## config.mk

```make
export PLATFORM = sky130hd
export DESIGN_NAME = pwm_multi
export DESIGN_NICKNAME = d
export VERILOG_FILES = /design/src/rtl/pwm_pkg.sv /design/src/rtl/pwm_timebase.sv /design/src/rtl/pwm_multi.sv
export SDC_FILE = /design/constraint.sdc
export NUM_CORES = 1
export LEC_CHECK = 0
export BUFFER_PORTS_ARGS = -buffer_cell sky130_fd_sc_hd__clkbuf_2
export CAP_MARGIN = 20
export CORE_ASPECT_RATIO = 1.1
export CORE_MARGIN = 2
export CORE_UTILIZATION = 55
export CTS_CLUSTER_SIZE = 10
export DETAILED_ROUTE_END_ITERATION = 10
export GPL_TIMING_DRIVEN = 0
export PLACE_DENSITY = 0.76
export SYNTH_ARGS = -nofsm -noshare
export SYNTH_HDL_FRONTEND = slang
export SYNTH_SLANG_ARGS = --single-unit
```

## constraint.sdc

```tcl
create_clock -name clk -period 5.7 [get_ports clk]
set_clock_uncertainty 0.2 [all_clocks]
set_input_delay 1.14 -clock clk [delete_from_list [all_inputs] [get_ports clk]]
set_output_delay 1.14 -clock clk [all_outputs]
set_load 0.01 [all_outputs]
```

## src/rtl/pwm_pkg.sv

```systemverilog
// Shared types and helpers for the multi-channel PWM block: counting mode,
// counter direction, default sizes and the packed duty-bus slice offset.
package pwm_pkg;

  localparam int DEF_WIDTH    = 16;
  localparam int DEF_CHANNELS = 4;

  typedef enum logic {
    PWM_EDGE   = 1'b0,
    PWM_CENTER = 1'b1
  } pwm_mode_e;

  typedef enum logic {
    DIR_UP   = 1'b0,
    DIR_DOWN = 1'b1
  } pwm_dir_e;

  // Channel ch occupies bits [ch*width +: width] of a packed duty bus.
  function automatic int unsigned duty_lsb(input int unsigned ch, input int unsigned width);
    return ch * width;
  endfunction

endpackage

```

## src/rtl/pwm_timebase.sv

```systemverilog
// Shared period counter: edge/center counting, boundary detect, period_start.
// cnt and boundary are combinational from state; period_start lags cnt==0 by one cycle.
module pwm_timebase
  import pwm_pkg::*;
#(
  parameter int WIDTH = DEF_WIDTH
) (
  input  logic             clk,
  input  logic             rst_n,
  input  logic             enable,
  input  logic [WIDTH-1:0] period,
  input  pwm_mode_e        mode,
  output logic [WIDTH-1:0] cnt,
  output logic             boundary,
  output logic             period_start
);

  localparam logic [WIDTH-1:0] ONE = WIDTH'(1);

  logic [WIDTH-1:0] cnt_q, cnt_d;
  pwm_dir_e         dir_q, dir_d;
  logic             period_start_q, period_start_d;

  // P==1 in center mode never turns down, so its last cycle is cnt==1 going up.
  always_comb begin
    boundary = 1'b0;
    if (period == '0) begin
      boundary = 1'b1;
    end else if (mode == PWM_EDGE) begin
      boundary = (cnt_q == period);
    end else begin
      boundary = (cnt_q == ONE) && ((dir_q == DIR_DOWN) || (period == ONE));
    end
  end

  always_comb begin
    cnt_d          = cnt_q;
    dir_d          = dir_q;
    period_start_d = enable && (cnt_q == '0);
    if (!enable || boundary) begin
      cnt_d = '0;
      dir_d = DIR_UP;
    end else if (mode == PWM_EDGE) begin
      cnt_d = cnt_q + ONE;
      dir_d = DIR_UP;
    end else if (dir_q == DIR_UP) begin
      if (cnt_q == period) begin
        cnt_d = cnt_q - ONE;
        dir_d = DIR_DOWN;
      end else begin
        cnt_d = cnt_q + ONE;
      end
    end else begin
      cnt_d = cnt_q - ONE;
    end
  end

  always_ff @(posedge clk) begin
    if (!rst_n) begin
      cnt_q          <= '0;
      dir_q          <= DIR_UP;
      period_start_q <= 1'b0;
    end else begin
      cnt_q          <= cnt_d;
      dir_q          <= dir_d;
      period_start_q <= period_start_d;
    end
  end

  assign cnt          = cnt_q;
  assign period_start = period_start_q;

endmodule

```

## src/rtl/pwm_multi.sv

```systemverilog
// Multi-channel PWM with shadowed period/duty/mode applied at period boundaries; pwm_out lags cnt by one cycle.
// Updates use valid/ready: one request may be pending, upd_ready drops until it is applied (upd_done).
module pwm_multi
  import pwm_pkg::*;
#(
  parameter int                  WIDTH    = DEF_WIDTH,
  parameter int                  CHANNELS = DEF_CHANNELS,
  parameter logic [CHANNELS-1:0] INV_MASK = {CHANNELS{1'b0}}
) (
  input  logic                      clk,
  input  logic                      rst_n,
  input  logic                      enable,
  input  logic                      upd_valid,
  output logic                      upd_ready,
  input  logic [WIDTH-1:0]          upd_period,
  input  logic [CHANNELS*WIDTH-1:0] upd_duty,
  input  logic                      upd_center,
  output logic                      upd_done,
  output logic                      period_start,
  output logic [WIDTH-1:0]          cnt_out,
  output logic [CHANNELS-1:0]       pwm_out
);

  logic                      pend_q, pend_d;
  logic [WIDTH-1:0]          pend_period_q, pend_period_d;
  logic [CHANNELS*WIDTH-1:0] pend_duty_q, pend_duty_d;
  pwm_mode_e                 pend_mode_q, pend_mode_d;

  logic [WIDTH-1:0]          period_q, period_d;
  logic [CHANNELS*WIDTH-1:0] duty_q, duty_d;
  pwm_mode_e                 mode_q, mode_d;

  logic [CHANNELS-1:0]       pwm_q, pwm_d;
  logic [CHANNELS-1:0]       raw;
  logic [WIDTH-1:0]          cnt;
  logic                      boundary;
  logic                      accept;
  logic                      apply;

  // A stopped counter has no boundary to wait for, so pending values go live at once.
  assign accept = upd_valid && !pend_q;
  assign apply  = pend_q && (boundary || !enable);

  always_comb begin
    pend_d        = pend_q;
    pend_period_d = pend_period_q;
    pend_duty_d   = pend_duty_q;
    pend_mode_d   = pend_mode_q;
    period_d      = period_q;
    duty_d        = duty_q;
    mode_d        = mode_q;
    if (apply) begin
      period_d = pend_period_q;
      duty_d   = pend_duty_q;
      mode_d   = pend_mode_q;
      pend_d   = 1'b0;
    end
    if (accept) begin
      pend_d        = 1'b1;
      pend_period_d = upd_period;
      pend_duty_d   = upd_duty;
      pend_mode_d   = upd_center ? PWM_CENTER : PWM_EDGE;
    end
  end

  pwm_timebase #(
    .WIDTH(WIDTH)
  ) u_timebase (
    .clk          (clk),
    .rst_n        (rst_n),
    .enable       (enable),
    .period       (period_q),
    .mode         (mode_q),
    .cnt          (cnt),
    .boundary     (boundary),
    .period_start (period_start)
  );

  for (genvar i = 0; i < CHANNELS; i++) begin : g_ch
    assign raw[i] = (cnt < duty_q[duty_lsb(i, WIDTH) +: WIDTH]);
  end

  always_comb begin
    pwm_d = INV_MASK;
    if (enable) begin
      pwm_d = raw ^ INV_MASK;
    end
  end

  always_ff @(posedge clk) begin
    if (!rst_n) begin
      pend_q        <= 1'b0;
      pend_period_q <= '0;
      pend_duty_q   <= '0;
      pend_mode_q   <= PWM_EDGE;
      period_q      <= '0;
      duty_q        <= '0;
      mode_q        <= PWM_EDGE;
      pwm_q         <= INV_MASK;
    end else begin
      pend_q        <= pend_d;
      pend_period_q <= pend_period_d;
      pend_duty_q   <= pend_duty_d;
      pend_mode_q   <= pend_mode_d;
      period_q      <= period_d;
      duty_q        <= duty_d;
      mode_q        <= mode_d;
      pwm_q         <= pwm_d;
    end
  end

  assign upd_ready = !pend_q;
  assign upd_done  = apply;
  assign cnt_out   = cnt;
  assign pwm_out   = pwm_q;

endmodule

```

==> results summary <==
The flow ran to the end, and the final reports show no timing, DRC or antenna violations. The number of hold violations in the final report was 0. Buffers added to address setup during post-CTS repair amount to 0. The total instance count after detailed placement is ~1400. The highest attainable clock frequency is around 220 MHz. The worst setup path is launched from a register.

The delay of the slowest cell on the worst path is 0.69 ns. The worst-margin pin slew is just under 0.8 ns. For this run, the number of Yosys warnings is 0.

Walking the worst path, the cells encountered are buf_4 -> xnor2_2 -> nand4_1 -> nor4_2 -> a211oi_2 -> a21oi_2 -> buf_6 -> buf_12 -> clkbuf_2. The overall via count from detail_route came out at just under 8000. The number of antenna diodes in the final layout is 0. The floorplan step defined a die boundary enclosing ~18000 um2.

The width of the chip is between 100 and 150 um. The number of buffers and inverters on the critical path is 4. The overall track demand over capacity in global routing is between 20% and 30%.

The first global-routing pass estimated between 30 and 40 mm of wire. The overall routed net length is 23.3 mm. The startpoint identified for the worst register-to-register timing path is u_timebase.cnt[3]. Clock-pin slew was measured on the worst setup and hold paths at ~0.070 ns. The clock root buffer is sky130_fd_sc_hd__clkbuf_16.

The proportion of synthesized chip area in sequential cells came out at 39.6%. TritonCTS created 17 clock buffers. The maximum buffer depth of the clock tree came out at 2. The hold buffer count at CTS came out at 0.

For this run, the leading register cell type out of synthesis is sky130_fd_sc_hd__dfxtp_1. The HPWL after detailed placement is 16.6 mm. The later-pin clock latency in the skew report is about 0.44 ns. The final worst-path cycle share is between 70% and 80%. The cell area that synthesis handed to floorplanning was slightly above 9000 um2. By count the netlist is led by sky130_fd_sc_hd__nand2_1 (341), sky130_fd_sc_hd__dfxtp_1 (185), sky130_fd_sc_hd__a21boi_0 (82), sky130_fd_sc_hd__mux2i_1 (82), sky130_fd_sc_hd__inv_1 (67). The maximum number of pins on one net before global-route repair is 17. The number of antenna violations at the first check in global routing came to 0. Global routing finished with a remaining overflow of 0. The cell family contributing the most delay on the critical path is buffers and inverters. The height of the chip is roughly 140 um.

The number of nets produced by synthesis came out at 1258. For the worst setup path, the data required time is between 4 and 5 ns. In this run, the number of DRC markers left after iteration 0 of detailed routing was around 510. During placement, the flow inserted port buffers numbering approximately 110. The classification of the worst setup path is register to primary output. The global placer's final weighted congestion came out at 0.903. The power per cell area is 273 nW/um2.

For hold timing, the worst endpoint is duty_q[53]. Setup repair after global routing left no endpoint under its margin. sky130_fd_sc_hd__dfxtp_1 takes more of the synthesized area than any other cell. In the final layout, the share of cells above drive strength 1 is 13.7%. After detailed routing, the number of remaining DRC violations is 0.

The initial standard-cell utilization of the core came out at a little under three fifths. The utilization after layout is a little under two thirds. A synthesized cell averages around 8.4 um2. The signed area change from the synthesized netlist to the final layout came out at 15.1%. The highest-delay cell along the critical path is sky130_fd_sc_hd__dfxtp_1. The number of detailed-route iterations in the first pass is 5.

The type of the tightest min-delay check is register to register. After detailed routing, the number of vias per cell comes to around 5.3. The startpoint of the worst hold path is duty_q[53]. The worst reg2reg path depth is 9. The area share of the largest cell type after synthesis came out at about two fifths. The worst supply voltage drop on vdd came out at roughly 0.21 mV. The mean routed wirelength per cell came out at 16.0 um. The number of instances resized during post-cts repair is 0.

Yosys attributes the largest share of cell area to sky130_fd_sc_hd__dfxtp_1 (40%), sky130_fd_sc_hd__nand2_1 (14%), sky130_fd_sc_hd__mux2i_1 (8.8%), sky130_fd_sc_hd__ha_1 (8.4%), sky130_fd_sc_hd__a21boi_0 (6.6%). The max-cap check violation count is 0. The worst hold path cell count is 2. The I/O pin total came out at around 110. The number of slew-limit violations in the final report came out at 0. The number of global-route vias before repair is roughly 7400.

The static leakage came out at 4.30 nW. The synthesized flop and latch total is approximately 190. Setup slack on the worst reg-to-reg path comes out at approximately 2.6 ns. The time the worst path needs with I/O delays and setup came out at about 4.5 ns.

The aggregate negative setup slack came out at 0 ns. In this run the worst path has a maximum fanout of 10. The relative slew slack is between 40% and 50%. The async set-reset flop share out of synthesis is 0%. The number of rows in the core area is 50. The critical register-to-register path endpoint is duty_q[10]. By instance count, the leading cell after synthesis is sky130_fd_sc_hd__nand2_1.

Setup violations remaining at the end of the flow were counted as 0. The worst setup path is captured at a primary output. The data arrival at the endpoint of the critical path came out at roughly 3.2 ns. CTS built an H-tree with a depth of 4.

TritonCTS built the clock tree. The count of cells in the finished layout, fillers not included, comes to around 1500. The cell count after synthesis is between 1000 and 1500. The number of nets in the layout is approximately 1400.

The number of synthesized flops with an enable pin is 0. The number of sinks handled by clock tree synthesis came out at ~190. The distinct cell type count after synthesis came out at between 40 and 50. The area of the core came out at about 17000 um2. The number of antenna-violating nets in the routed design is 0.
## layer usage
layer  vias to the layer above  global-route usage [%]  part of all wire [%]
li1                       3956                       -                     -
met5                         -                       0                     0
met2                       187                    46.1                    50
met3                        45                    5.05                   4.7
met1                      3597                    31.9                    43
met4                         0                    8.68                   2.4
## kinds of logic after synthesis
kind of cell             after synthesis  synth area share [%]
buffers and inverters                138                  7.39
multiplexers                          82                  8.78
flip-flops                           185                  39.6
XOR/XNOR                              18                  1.93
adder cells (fa/ha/maj)               63                  8.43
AND/OR/NAND/NOR                      451                  21.0
AO/OA/AOI/OAI                        173                  12.9
## flip-flops by register name, summed over array words and instances (netlist names)
register and count:
pend_duty_q 64, duty_q 64, pend_q 1, pwm_out 4, pend_mode_q 1, u_timebase.dir_q 1
pend_period_q 16, mode_q 1, period_q 16, u_timebase.period_start 1, u_timebase.cnt 16
## worst max path at each step
stage / start / to / slack, ns / cells after the start
after floorplan: u_timebase.cnt[8] / upd_done / 2.38 / 8
after global placement: u_timebase.cnt[3] / upd_done / 1.70 / 9
after detailed placement: u_timebase.cnt[3] / upd_done / 1.68 / 9
after CTS: u_timebase.cnt[3] / upd_done / 1.21 / 9
after global routing: u_timebase.cnt[3] / upd_done / 1.06 / 9
final: u_timebase.cnt[3] / upd_done / 1.21 / 9
## cell type report
class / instances / area, um2
Fill cell: 1470 / 6070
Multi-Input combinational cell: 787 / 4960
Sequential cell: 185 / 3700
Timing Repair Buffer: 106 / 531
Clock buffer: 20 / 457
Buffer: 71 / 439
Tap cell: 208 / 260
Inverter: 67 / 251
Clock inverter: 12 / 163
## cells in the final DEF (no fill, tap or decap), types with 3 or more instances in the layout
master	instances
sky130_fd_sc_hd__mux2i_1	82
sky130_fd_sc_hd__nand2b_1	5
sky130_fd_sc_hd__and4_1	4
sky130_fd_sc_hd__a21boi_0	82
sky130_fd_sc_hd__a211oi_1	5
sky130_fd_sc_hd__inv_6	3
sky130_fd_sc_hd__buf_6	3
sky130_fd_sc_hd__a31oi_1	3
sky130_fd_sc_hd__and3_1	3
sky130_fd_sc_hd__nand3_1	8
sky130_fd_sc_hd__o21ai_0	11
sky130_fd_sc_hd__buf_12	8
sky130_fd_sc_hd__xnor2_2	3
sky130_fd_sc_hd__clkinv_4	3
sky130_fd_sc_hd__clkbuf_1	49
sky130_fd_sc_hd__o311ai_0	4
sky130_fd_sc_hd__bufinv_16	3
sky130_fd_sc_hd__inv_1	67
sky130_fd_sc_hd__nor2b_1	6
sky130_fd_sc_hd__buf_2	10
sky130_fd_sc_hd__a21oi_1	35
sky130_fd_sc_hd__clkbuf_16	17
sky130_fd_sc_hd__nor2_1	13
sky130_fd_sc_hd__nand2_1	341
sky130_fd_sc_hd__nand4_1	18
sky130_fd_sc_hd__nor3b_1	11
sky130_fd_sc_hd__ha_1	63
sky130_fd_sc_hd__nor4_1	9
sky130_fd_sc_hd__clkbuf_2	106
sky130_fd_sc_hd__nor3_1	17
sky130_fd_sc_hd__xnor2_1	15
sky130_fd_sc_hd__dfxtp_1	185
sky130_fd_sc_hd__or3_1	6
sky130_fd_sc_hd__a21o_1	21
## worst register-to-register path: cells and delay by family (launching register included)
family / cells / cell delay, ns
mux: 1 / 0.22
compound gates: 2 / 0.37
flops: 1 / 0.69
buf+inv: 3 / 0.74
simple gates: 2 / 0.67
xor+xnor: 1 / 0.12
## report_power, final
part           internal, mW  total [mW]  switching [mW]
Clock                 0.720        1.24           0.525
Combinational         0.134       0.320           0.186
Sequential             1.34        1.37          0.0290
Total                  2.20        2.94           0.740
## metrics by stage
stage / area [um2] / hold slack [ns] / setup WS, ns / total power, mW
after global placement: 10100 / 0.243 / 1.70 / 1.71
after global routing: 10800 / 0.271 / 1.06 / 3.04
after CTS: 10800 / 0.258 / 1.21 / 2.95
after floorplan: 9350 / 0.235 / 2.38 / 1.61
after detailed placement: 10100 / 0.248 / 1.68 / 1.72
final: 10800 / 0.256 / 1.21 / 2.94
Note: power is estimated with default switching activity, not from simulation.
